**src/rtl/strip_frame_scheduler.sv**
```systemverilog
// Round-robin arbiter for the shared BRAM read port, with a double-buffered frame bank.
// Banks swap only at a common frame boundary, and all strips then restart together on frame_go.
module strip_frame_scheduler #(
    parameter int NUM_REQ      = 4,
    parameter int LOCAL_AW     = 10,
    parameter int ADDR_WIDTH   = 13,
    parameter int DATA_WIDTH   = 8,
    parameter int READ_LATENCY = 2
) (
    input  logic                         clk,
    input  logic                         rst,
    input  logic [NUM_REQ-1:0]           req_valid,
    input  logic [NUM_REQ*LOCAL_AW-1:0]  req_addr,
    output logic [NUM_REQ-1:0]           req_ready,
    output logic [NUM_REQ-1:0]           rsp_valid,
    output logic [DATA_WIDTH-1:0]        rsp_data,
    output logic [ADDR_WIDTH-1:0]        mem_addr,
    input  logic [DATA_WIDTH-1:0]        mem_dout,
    input  logic [NUM_REQ-1:0]           frame_done,
    output logic                         frame_go,
    input  logic                         swap_req,
    output logic                         swap_ack,
    output logic                         display_bank,
    output logic                         write_bank
);
    localparam int IDW    = $clog2(NUM_REQ);
    localparam int STAGES = 1 + READ_LATENCY;

    logic [IDW-1:0]                rr, cand, gnt_idx;
    logic                          gnt_any;
    logic [NUM_REQ-1:0]            grant, done_seen;
    logic [STAGES:1][NUM_REQ-1:0]  vld_pipe;
    logic [LOCAL_AW-1:0]           gnt_local;
    logic                          swap_pending, boundary, apply_swap;

    // First valid requester at or after rr; NUM_REQ is a power of two so the index wraps for free.
    always_comb begin
        gnt_any = 1'b0;
        gnt_idx = rr;
        cand    = '0;
        for (int k = 0; k < NUM_REQ; k++) begin
            cand = rr + IDW'(k);
            if (!gnt_any && req_valid[cand]) begin
                gnt_any = 1'b1;
                gnt_idx = cand;
            end
        end
        if (rst) gnt_any = 1'b0;
        grant = '0;
        if (gnt_any) grant[gnt_idx] = 1'b1;
    end

    assign gnt_local  = req_addr[gnt_idx*LOCAL_AW +: LOCAL_AW];
    assign req_ready  = grant;
    assign rsp_valid  = vld_pipe[STAGES];
    assign rsp_data   = mem_dout;
    assign write_bank = ~display_bank;
    assign boundary   = &done_seen;
    assign apply_swap = boundary & swap_pending;

    always_ff @(posedge clk) begin
        if (rst) begin
            rr           <= '0;
            mem_addr     <= '0;
            vld_pipe     <= '0;
            display_bank <= 1'b0;
            swap_pending <= 1'b0;
            swap_ack     <= 1'b0;
            frame_go     <= 1'b0;
            done_seen    <= '1;
        end else begin
            if (gnt_any) begin
                rr       <= gnt_idx + 1'b1;
                mem_addr <= {display_bank, gnt_idx, gnt_local};
            end
            // The id travels alongside the BRAM read so the strobe lines up with mem_dout.
            vld_pipe     <= {vld_pipe[STAGES-1:1], grant};
            frame_go     <= boundary;
            swap_ack     <= apply_swap;
            if (apply_swap) display_bank <= ~display_bank;
            // A new request arriving on the boundary survives the clear.
            swap_pending <= swap_req | (swap_pending & ~boundary);
            done_seen    <= boundary ? '0 : (done_seen | frame_done);
        end
    end
endmodule

```
**config.mk**
```make
export PLATFORM = sky130hd
export DESIGN_NAME = strip_frame_scheduler
export DESIGN_NICKNAME = d
export VERILOG_FILES = /design/src/rtl/strip_frame_scheduler.sv
export SDC_FILE = /design/constraint.sdc
export NUM_CORES = 1
export LEC_CHECK = 0
export CORE_MARGIN = 4
export CORE_UTILIZATION = 38
export DETAILED_ROUTE_END_ITERATION = 8
export PLACE_DENSITY = 0.8
export SYNTH_ARGS = -nofsm -noshare
export SYNTH_HDL_FRONTEND = slang
export SYNTH_SLANG_ARGS = --single-unit
export TNS_END_PERCENT = 30
```
**constraint.sdc**
```tcl
create_clock -name clk -period 3.19 [get_ports clk]
set_input_delay 0.957 -clock clk [delete_from_list [all_inputs] [get_ports clk]]
set_output_delay 0.957 -clock clk [all_outputs]
set_load 0.01 [all_outputs]
```
# Yosys cells after proc, flatten, opt, wreduce, memory -nomap -nowiden

Index checks and enable logic that the tools add are counted.

Word-level logic and storage cells: 56
Output and inout bits: 33
Input port bits: 59
Bits in registers: 35

Shifts and indexed selects: 1
Order comparisons: 6
Mux-type cells: 20
Bitwise gates (word level): 6
$mul: 1
Add/sub/neg operators: 4
Reduce and logical (&&, ||, !) cells: 8

Operator list:

| cell                                                              | count |
|---|---|
| indexed part select 40 x 7 -> 10 bit                              | 1 |
| less-than comparator 2 x 3 -> 1 bit, second input constant        | 5 |
| 2-to-1 mux 1 bit                                                  | 10 |
| binary-select mux 1 bit (select 2 bit)                            | 4 |
| 2-to-1 mux 4 bit                                                  | 2 |
| 2-to-1 mux 2 bit                                                  | 3 |
| multiplier 2 x 3 -> 5 bit, second input constant                  | 1 |
| adder 2 x 1 -> 2 bit, second input constant                       | 2 |
| adder 2 bit, second input constant                                | 2 |
| logical AND 1 bit                                                 | 4 |
| OR 4 bit                                                          | 1 |
| AND reduction 4 bit                                               | 1 |
| zero test 1 bit                                                   | 3 |
| bitwise AND 1 bit                                                 | 2 |
| demux 1 bit (select 2 bit)                                        | 1 |
| greater-or-equal comparator 2 x 1 -> 1 bit, second input constant | 1 |
| NOT 1 bit                                                         | 2 |
| OR 1 bit                                                          | 1 |

# Depth between registers and ports, before layout

Gate-level depths: netlist of run 1.

Word-level depth: 17
Mapped depth: 7
Mapped depth without buffers: 5

# Worst setup path before layout of run 1

Ideal clock, no wire load.

Kind: input to output
Start: input port req_valid[0]
End: output port req_ready[1]
Arrival: 2035 ps
Path slack: 198 ps
Required time: 2233 ps
Path buffers: 2
Cell stages on the path: 7
Cell sequence: or2b_1 > o21ai_1 > a221oi_2 > buf_6 > buf_6 > inv_1 > nor2_1

Longest elaborated chain between the ends: 17
Elaborated cells on any way between the ends: 28
Classes of those cells: 2 x order compare; 19 x mux; 7 x reduce/logical

RTL lines:

| item                                                                                                                           | RTL line | source |
|---|---|---|
| start, declared                                                                                                                | 12       | `input logic [NUM_REQ-1:0] req_valid,` |
| binary-select mux 1 bit (select 2 bit)                                                                                         | 43       | `if (!gnt_any && req_valid[cand]) begin` |
| 2-to-1 mux 1 bit (not written as such)                                                                                         | 43       |  |
| 2-to-1 mux 1 bit                                                                                                               | 43       |  |
| zero test 1 bit                                                                                                                | 43       |  |
| logical AND 1 bit                                                                                                              | 43       |  |
| 2-to-1 mux 1 bit                                                                                                               | 43       |  |
| zero test 1 bit                                                                                                                | 43       |  |
| logical AND 1 bit                                                                                                              | 43       |  |
| 2-to-1 mux 1 bit                                                                                                               | 43       |  |
| zero test 1 bit                                                                                                                | 43       |  |
| logical AND 1 bit                                                                                                              | 43       |  |
| 2-to-1 mux 2 bit                                                                                                               | 43       |  |
| less-than comparator 2 x 3 -> 1 bit (not written as such) / greater-or-equal comparator 2 x 1 -> 1 bit (equally long branches) | 50       | `if (gnt_any) grant[gnt_idx] = 1'b1;` |
| logical AND 1 bit (not written as such)                                                                                        | 50       |  |
| 2-to-1 mux 1 bit (not written as such)                                                                                         | 50       |  |
| demux 1 bit (select 2 bit)                                                                                                     | 50       |  |
| 2-to-1 mux 4 bit (*)                                                                                                           | 50       |  |
| end, declared                                                                                                                  | 14       | `output logic [NUM_REQ-1:0] req_ready,` |

Every way passes the cells marked *; elsewhere a longest branch is shown, timed or not. The select of a mux whose other input is x is not followed.

# Final worst setup path of run 1

Start: input port req_valid[2]
End: output port req_ready[0]

The elaborated chain is that of the path after synthesis.

==> flow_summary.json, run 1 <==
{
  "synthAdderAreaFrac_pct": 0,
  "hold_violations": 0,
  "nets": 301,
  "root_buffer": "clkbuf_8",
  "grt.total_usage_pct": 14.97,
  "rsz0062_at_grt": "no",
  "final_common_cell": "clkdlybuf4s50_1",
  "yosysTopAreaCellShare_pct": 43.99,
  "max_cap_violations": 0,
  "max-vdd-ir-drop_mv": 0.2451,
  "cts_made_buffers": 5,
  "drt_iter0_drc": 62,
  "r2r_start": "rr[1]",
  "synthCells": 163,
  "first_pass_iters": 4,
  "n_fill_cell": 353,
  "syn2layout_area_growth_pct": 55.62,
  "grt_max_degree": 23,
  "hp-class": "flop to flop",
  "synthXorXnorAreaFrac_pct": 0.5499,
  "wirelength_um": 3848,
  "die_w_um": 72.74,
  "critical_path_peak_fanout": 6,
  "slowest_stage": "a221o_1",
  "crit_top_cell": "buf_2",
  "async_reset_ff_share_pct": 0,
  "place.gp.congestion": 0.7566,
  "synth_ff_type": "dfxtp_1",
  "instances_no_fill": 293,
  "vias_per_cell": 4.778,
  "start_util_pct": 39.53,
  "max_slew_margin_pct": 54.08,
  "endpoint_kind": "output pin",
  "setup_viol": 0,
  "overflow": 0,
  "syn_nets": 222,
  "critical_path_class": "input pin to output pin",
  "worst_ep_arrival_time_ns": 2.18,
  "critPathRequiredTime_ns": 2.23,
  "cp_top_family": "compound AO/OA/AOI/OAI gates",
  "route.detailed.drc": 0,
  "worst_pin_slew_ns": 0.6863,
  "cellPowerDensity_mw_per_mm2": 554.4,
  "synthDistinctLibCells": 31,
  "worstHoldStart": "vld_pipe[7]",
  "syn_area_per_cell_um2": 9.772,
  "grt_pass1_wl_um": 6182,
  "rows": 23,
  "vias": 1400,
  "die_h_um": 72.74,
  "cts_buffer_depth": 2,
  "yosysWarnings": 0,
  "path_cells": "buf_2 > nor3b_1 > a221o_1 > o22ai_2 > buf_4 > nand2_2 > nor2_2 > buf_2",
  "antenna_found_initial": 0,
  "whs_path_depth": 1,
  "cts_tree": "yes",
  "final_max_slew_viol_count": 0,
  "p_leak_uw": 0.0009936,
  "port_buffers": 75,
  "fin_area_mm2": 0.002479,
  "synthTopCellsByArea": "dfxtp_1 (44%), mux2i_1 (13%), buf_4 (6.1%), o221ai_2 (5.7%), nor2_1 (4.0%)",
  "critPathBufInv": 3,
  "fin_worst_skew_ns": 0.004396,
  "cpPeakStageDelay_ns": 0.28,
  "reg2regPathDepth": 7,
  "syn-cell-area_mm2": 0.001593,
  "postPlaceCellArea_mm2": 0.002362,
  "fin_crit_ns": 3.138,
  "muxShareOfSynthArea_pct": 12.57,
  "clock-sinks": 35,
  "start_kind": "input pin",
  "seq_area_frac_synth_pct": 43.99,
  "synth_top_family_by_area": "compound AO/OA/AOI/OAI gates",
  "place_inst": 282,
  "io_pins": 92,
  "yosys.area_share.simple_pct": 15.48,
  "synth_edf_count": 0,
  "min_to": "rsp_valid[3]",
  "coreArea_mm2": 0.004029,
  "synth_compound_area_share_pct": 16.42,
  "drtAntennaViolNets": 0,
  "worst-r2r-setup-slack_ns": 1.25,
  "drive_gt1_share_pct": 20.16,
  "synth_seq_cells": 35,
  "status": "finished clean",
  "cts_max_level": 2,
  "n_antenna_cell": 0,
  "path_clk_slew_ns": 0.07,
  "fmax_ghz": 0.3187,
  "hold_buffers": 0,
  "dp_hpwl_um": 2900,
  "clk-insertion-delay-late_ns": 0.28,
  "routedWlPerCell_um": 13.13,
  "yosysTopAreaCell": "dfxtp_1",
  "fin_crit_sh_pct": 98.37,
  "r2r_end": "mem_addr[4]",
  "mostFrequentLayoutCells": "clkdlybuf4s50_1 (67), dfxtp_1 (35), mux2i_1 (20)",
  "dieArea_mm2": 0.005291,
  "first_global_vias": 1401
}
-- per-stage QoR --
| step | util [%] | worst slack (ns) | total power, µW | TNS (ns) | hold WS, ns |
|---|---|---|---|---|---|
| floorplan | - | 0.1980 | 840.5 | 0 | 0.4138 |
| global placement | 58.63 | -0.5974 | 1046 | -2.356 | 0.4178 |
| detailed placement | 58.63 | -0.6429 | 1059 | -2.461 | 0.4204 |
| CTS | 61.74 | 0.008421 | 1391 | 0 | 0.4383 |
| global route | 61.52 | 0.01752 | 1466 | 0 | 0.4497 |
| finish | 61.52 | 0.05197 | 1374 | 0 | 0.4353 |
-- routing by layer --
layer	wire (µm)	global-route usage, %	share of wire, %
met5	0	0	0
met4	78	6.762	2.0
met3	462	6.474	12
met1	1399	15.74	36
met2	1908	25.75	50
-- how the worst max path moves through the flow --
stage                  from      endpoint  slack (ns)  cells after the start
5_1_grt        req_valid[0]  req_ready[2]        0.02                      7
2_1_floorplan  req_valid[0]  req_ready[1]        0.20                      7
4_1_cts        req_valid[3]  req_ready[0]       0.008                      8
3_3_place_gp   req_valid[2]  req_ready[1]       -0.60                      7
6_report       req_valid[2]  req_ready[0]        0.05                      8
3_5_place_dp   req_valid[2]  req_ready[0]       -0.64                      7
-- synthesized netlist by cell type, drive strengths merged (2+ instances only) --
| master | number |
|---|---|
| a211oi | 3 |
| a21oi | 6 |
| buf | 17 |
| clkbuf | 2 |
| dfxtp | 35 |
| inv | 6 |
| mux2i | 20 |
| nand2 | 16 |
| nand2b | 5 |
| nor2 | 17 |
| nor2b | 8 |
| o21ai | 6 |
| o221ai | 10 |
| o22ai | 2 |
-- registers in the layout, summed over array words and instances, names as in the netlist --
| signal | flops |
|---|---|
| mem_addr | 13 |
| vld_pipe | 8 |
| done_seen | 4 |
| rsp_valid | 4 |
| rr | 2 |
| display_bank | 1 |
| frame_go | 1 |
| swap_ack | 1 |
| swap_pending | 1 |
-- area by class of cell --
class	count	area, µm²	area share [%]
Timing Repair Buffer	91	843.3	34.02
Clock inverter	3	20.02	0.8077
Multi-Input combinational cell	103	760.7	30.69
Tap cell	50	62.56	2.524
Inverter	6	22.52	0.9086
Sequential cell	35	700.7	28.27
Clock buffer	5	68.82	2.776
-- logic make-up after synthesis --
logic type,count (synthesis)
flops,35
simple gates,52
compound gates,30
buf+inv,25
mux,20
xor+xnor,1
-- repair_timing --
| item | 4_1_cts | 5_1_grt |
|---|---|---|
| buffers inserted | 3 | 0 |
| setup endpoints to repair | 4 | 4 |
| pin swaps | 4 | 2 |
| endpoints found under the hold margin | 0 | 0 |
| resized for setup | 33 | 3 |
-- power by group --
part / internal [µW] / switching [µW]
combinational: 281 / 220
sequential: 518 / 42.3
clock: 152 / 161
Power figures use the tool's default switching activity.
==> run 2, diff against run 1 <==
==> constraint.sdc (replaced) <==
create_clock -name clk -period 2.9 [get_ports clk]
set_input_delay 0.87 -clock clk [delete_from_list [all_inputs] [get_ports clk]]
set_output_delay 0.87 -clock clk [all_outputs]
set_load 0.01 [all_outputs]
==> flow_summary.json, run 2 (synthesis gave the netlist of run 1 again) <==
{
  "status": "finished clean",
  "critPathRequiredTime_ns": 2.03,
  "postPlaceCellArea_mm2": 0.002370,
  "port_buffers": 75,
  "cpPeakStageDelay_ns": 0.35,
  "fin_area_mm2": 0.002535,
  "setup_viol": 0,
  "root_buffer": "clkbuf_8",
  "first_pass_iters": 4,
  "power_frac_seq_pct": 40.2,
  "fin_crit_ns": 2.884,
  "drt_iter0_drc": 26,
  "largest_reg_flops": 13,
  "coreArea_mm2": 0.004029,
  "wirelength_um": 3966,
  "whs_ns": 0.4373,
  "routedWlPerCell_um": 13.35,
  "largest_registers": "mem_addr x13, vld_pipe x8",
  "p_int_uw": 1061,
  "grt_max_degree": 23,
  "start_kind": "input pin",
  "clk-insertion-delay-late_ns": 0.28,
  "switching_share_pct": 31.06,
  "nets": 305,
  "cts_tree": "yes",
  "antenna_found_initial": 0,
  "vias_per_cell": 4.896,
  "dp_hpwl_um": 3081,
  "endpoint_kind": "output pin",
  "cts_max_level": 2,
  "rsz0062_at_grt": "yes",
  "start_util_pct": 39.53,
  "p_leak_uw": 0.001028,
  "vias": 1454,
  "drive_gt1_share_pct": 22.27,
  "rows": 23,
  "p_clk_share_pct": 22.4,
  "overflow": 0,
  "drtAntennaViolNets": 0,
  "hold_buffers": 0,
  "syn2layout_area_growth_pct": 59.15,
  "dieArea_mm2": 0.005291,
  "hp-class": "flop to flop",
  "final_util_pct": 62.92,
  "clock-sinks": 35,
  "final_common_cell": "clkdlybuf4s50_1",
  "grt.total_usage_pct": 15.32,
  "combPwrFrac_pct": 37.3,
  "worst_pin_slew_ns": 0.6926,
  "crit_top_cell": "buf_6",
  "max-vdd-ir-drop_mv": 0.2597,
  "cellPowerDensity_mw_per_mm2": 607.3,
  "worst_ep_arrival_time_ns": 2.01,
  "route.detailed.drc": 0,
  "largest-register": "mem_addr",
  "die_h_um": 72.74,
  "max_slew_margin_pct": 53.66,
  "cts_made_buffers": 5,
  "path_cells": "buf_6 > or2b_1 > o21ai_2 > a221oi_4 > buf_4 > buf_6 > nor2_4 > buf_6",
  "critical_path_class": "input pin to output pin",
  "cp_top_family": "buffers and inverters",
  "fin_worst_skew_ns": 0.004759,
  "max_cap_violations": 0,
  "fin_crit_sh_pct": 99.46,
  "p_switching_uw": 478.1,
  "n_fill_cell": 350,
  "io_pins": 92,
  "path_clk_slew_ns": 0.07,
  "place.gp.congestion": 0.7444,
  "mostFrequentLayoutCells": "clkdlybuf4s50_1 (67), dfxtp_1 (35), mux2i_1 (20)",
  "grt_pass1_wl_um": 6285,
  "n_antenna_cell": 0,
  "slowest_stage": "a221oi_4",
  "cts_buffer_depth": 2,
  "final_max_slew_viol_count": 0,
  "critPathBufInv": 4,
  "critical_path_peak_fanout": 3,
  "fmax_ghz": 0.3467,
  "hold_violations": 0,
  "die_w_um": 72.74,
  "first_global_vias": 1458
}
-- run 2: power groups by stage --
stage	clock (µW)	sequential, µW	combinational [µW]
2_1_floorplan	0	642	283
3_3_place_gp	0	623	526
3_5_place_dp	0	629	543
4_1_cts	361	619	561
5_1_grt	381	633	624
6_report	345	619	575
-- run 2: per-layer routing --
layer	global-route usage, %	part of all wire (%)
met5	0	0
met4	7.582	2.9
met3	6.887	11
met2	26.55	50
met1	15.48	37
-- run 2: cell type report --
| cell class | instances | area (µm²) | area share [%] |
|---|---|---|---|
| flip-flops and latches | 35 | 700.7 | 27.64 |
| clock buffers | 5 | 68.82 | 2.715 |
| multi-input cells | 103 | 773.2 | 30.50 |
| well taps | 50 | 62.56 | 2.468 |
| repair buffers | 95 | 887.1 | 35.00 |
| inverters | 6 | 22.52 | 0.8885 |
| clock inverters | 3 | 20.02 | 0.7897 |
-- run 2: stage by stage --
| stage | instances | power [µW] | setup WS [ns] | setup TNS, ns |
|---|---|---|---|---|
| floorplan | 163 | 924.5 | 0.08203 | 0 |
| detailed placement | 283 | 1172 | -0.7642 | -3.002 |
| global route | 297 | 1639 | -0.04640 | -0.07281 |
| global placement | 283 | 1149 | -0.7154 | -2.829 |
| CTS | 295 | 1541 | -0.03859 | -0.04768 |
| finish | 297 | 1540 | 0.01579 | 0 |
-- run 2: path summary, 6_finish.rpt --
check	endpoint	slack, ns	cells after the start	start
min	rsp_valid[1]	0.44	1	vld_pipe[5]
max	req_ready[0]	0.02	8	req_valid[0]
min reg2reg	rsp_valid[1]	0.44	1	vld_pipe[5]
max reg2reg	mem_addr[5]	0.83	8	rr[1]
-- run 2: repair_timing --
action                                  CTS  global route
resized for setup                        42             8
buffers inserted                          4             2
endpoints found under the setup margin    4             3
pin swaps                                 4             2
endpoints found under the hold margin     0             0
==> run 3, diff against run 2 <==
--- a/config.mk
+++ b/config.mk
@@ -8,7 +8,7 @@
 export CORE_MARGIN = 4
 export CORE_UTILIZATION = 38
 export DETAILED_ROUTE_END_ITERATION = 8
-export PLACE_DENSITY = 0.8
+export PLACE_DENSITY_LB_ADDON = 0.12
 export SYNTH_ARGS = -nofsm -noshare
 export SYNTH_HDL_FRONTEND = slang
 export SYNTH_SLANG_ARGS = --single-unit
==> flow_summary.json, run 3 (synthesis gave the netlist of run 1 again) <==
{
  "status": "finished clean",
  "grt_pass1_wl_um": 6499,
  "rows": 23,
  "worstHoldStart": "vld_pipe[7]",
  "cts_made_buffers": 5,
  "largest-register": "mem_addr",
  "clk-insertion-delay-late_ns": 0.29,
  "largest_reg_flops": 13,
  "mostFrequentLayoutCells": "clkdlybuf4s50_1 (67), dfxtp_1 (35), buf_4 (21)",
  "overflow": 0,
  "dp_hpwl_um": 3060,
  "grt.total_usage_pct": 15.67,
  "max-vdd-ir-drop_mv": 0.2739,
  "worst_ep_arrival_time_ns": 2.02,
  "cpPeakStageDelay_ns": 0.31,
  "path_cells": "buf_6 > nor3b_2 > a221o_1 > o22ai_4 > buf_6 > nand2_4 > nor2_2 > buf_2",
  "r2r_start": "rr[1]",
  "whs_path_depth": 1,
  "slowest_stage": "a221o_1",
  "start_kind": "input pin",
  "largest_registers": "mem_addr x13, vld_pipe x8",
  "critical_path_peak_fanout": 4,
  "cp_top_family": "compound AO/OA/AOI/OAI gates",
  "clock-sinks": 35,
  "min_to": "rsp_valid[3]",
  "dp_slack_ns": -0.8418,
  "worst-r2r-setup-slack_ns": 1.01,
  "vias": 1469,
  "endpoint_kind": "output pin",
  "cts_max_level": 2,
  "first_pass_iters": 4,
  "cts_tree": "yes",
  "p_leak_uw": 0.001037,
  "vias_per_cell": 4.897,
  "route.detailed.drc": 0,
  "instances_no_fill": 300,
  "fin_ws_ns": 0.008941,
  "die_h_um": 72.74,
  "hp-class": "flop to flop",
  "final_max_slew_viol_count": 0,
  "fin_crit_sh_pct": 99.69,
  "nets": 308,
  "drt_iter0_drc": 36,
  "start_util_pct": 39.53,
  "max_slew_margin_pct": 46.56,
  "final_common_cell": "clkdlybuf4s50_1",
  "grt_max_degree": 23,
  "antenna_found_initial": 0,
  "hold_violations": 0,
  "place.gp.congestion": 0.7449,
  "cts_buffer_depth": 2,
  "dieArea_mm2": 0.005291,
  "fmax_ghz": 0.3459,
  "drtAntennaViolNets": 0,
  "finalSetupTns_ns": 0,
  "hold_buffers": 0,
  "fin_crit_ns": 2.891,
  "coreArea_mm2": 0.004029,
  "n_fill_cell": 338,
  "path_clk_slew_ns": 0.07,
  "io_pins": 92,
  "root_buffer": "clkbuf_8",
  "critical_path_class": "input pin to output pin",
  "place_inst": 286,
  "port_buffers": 75,
  "max_cap_violations": 0,
  "cellPowerDensity_mw_per_mm2": 602.2,
  "drive_gt1_share_pct": 23.60,
  "wirelength_um": 3964,
  "critPathBufInv": 3,
  "worst_pin_slew_ns": 0.7986,
  "setup_viol": 0,
  "n_antenna_cell": 0,
  "routedWlPerCell_um": 13.21,
  "reg2regPathDepth": 9,
  "die_w_um": 72.74,
  "rsz0062_at_grt": "yes",
  "first_global_vias": 1545,
  "fin_worst_skew_ns": 0.005786,
  "crit_top_cell": "buf_6",
  "critPathRequiredTime_ns": 2.03,
  "syn2layout_area_growth_pct": 61.12,
  "r2r_end": "mem_addr[4]"
}
[run 3: worst max-delay path by stage]
stage,from,to,slack (ns),depth (start not counted)
floorplan,req_valid[0],req_ready[1],0.08,7
global route,req_valid[0],req_ready[0],-0.06,8
CTS,req_valid[2],req_ready[0],-0.05,8
global placement,req_valid[1],req_ready[1],-0.76,7
finish,req_valid[2],req_ready[0],0.009,8
detailed placement,req_valid[1],req_ready[1],-0.84,7
[run 3: repair_timing]
item,in CTS,in global routing
resized for setup,45,6
endpoints found under the setup margin,4,4
buffers inserted,4,2
pin swaps,6,5
[run 3: per-stage QoR]
| stage | power [µW] | hold slack [ns] | utilization (%) | cell area, µm² |
|---|---|---|---|---|
| after floorplan | 924.5 | 0.4138 | - | 1593 |
| after global placement | 1155 | 0.4174 | 59.38 | 2392 |
| after detailed placement | 1172 | 0.4204 | 59.38 | 2392 |
| after CTS | 1548 | 0.4374 | 63.11 | 2542 |
| after global routing | 1639 | 0.4656 | 63.70 | 2566 |
| final | 1545 | 0.4373 | 63.70 | 2566 |
[run 3: metal layers]
metal	vias up	part of all wire [%]	wire (µm)	global-route usage, %
met5	-	0	0	0
met4	0	2.0	78	6.967
met3	12	9.8	387	5.923
met2	65	50	1983	28.06
met1	663	38	1514	16.10
li1	729	-	-	-
[run 3: layout make-up]
type | count | area [µm²] | share of cell area, %
Timing Repair Buffer | 98 | 909.6 | 35.45
Multi-Input combinational cell | 103 | 782.0 | 30.47
Sequential cell | 35 | 700.7 | 27.30
Clock buffer | 5 | 68.82 | 2.682
Tap cell | 50 | 62.56 | 2.438
Inverter | 6 | 22.52 | 0.8776
Clock inverter | 3 | 20.02 | 0.7801
[run 3: where the power goes]
| group | switching, µW | leakage (µW) | total [µW] | internal [µW] |
|---|---|---|---|---|
| Sequential | 43.7 | 0.000289 | 614 | 570 |
| Combinational | 258 | 0.000708 | 592 | 335 |
| Clock | 173 | 0.0000402 | 339 | 167 |
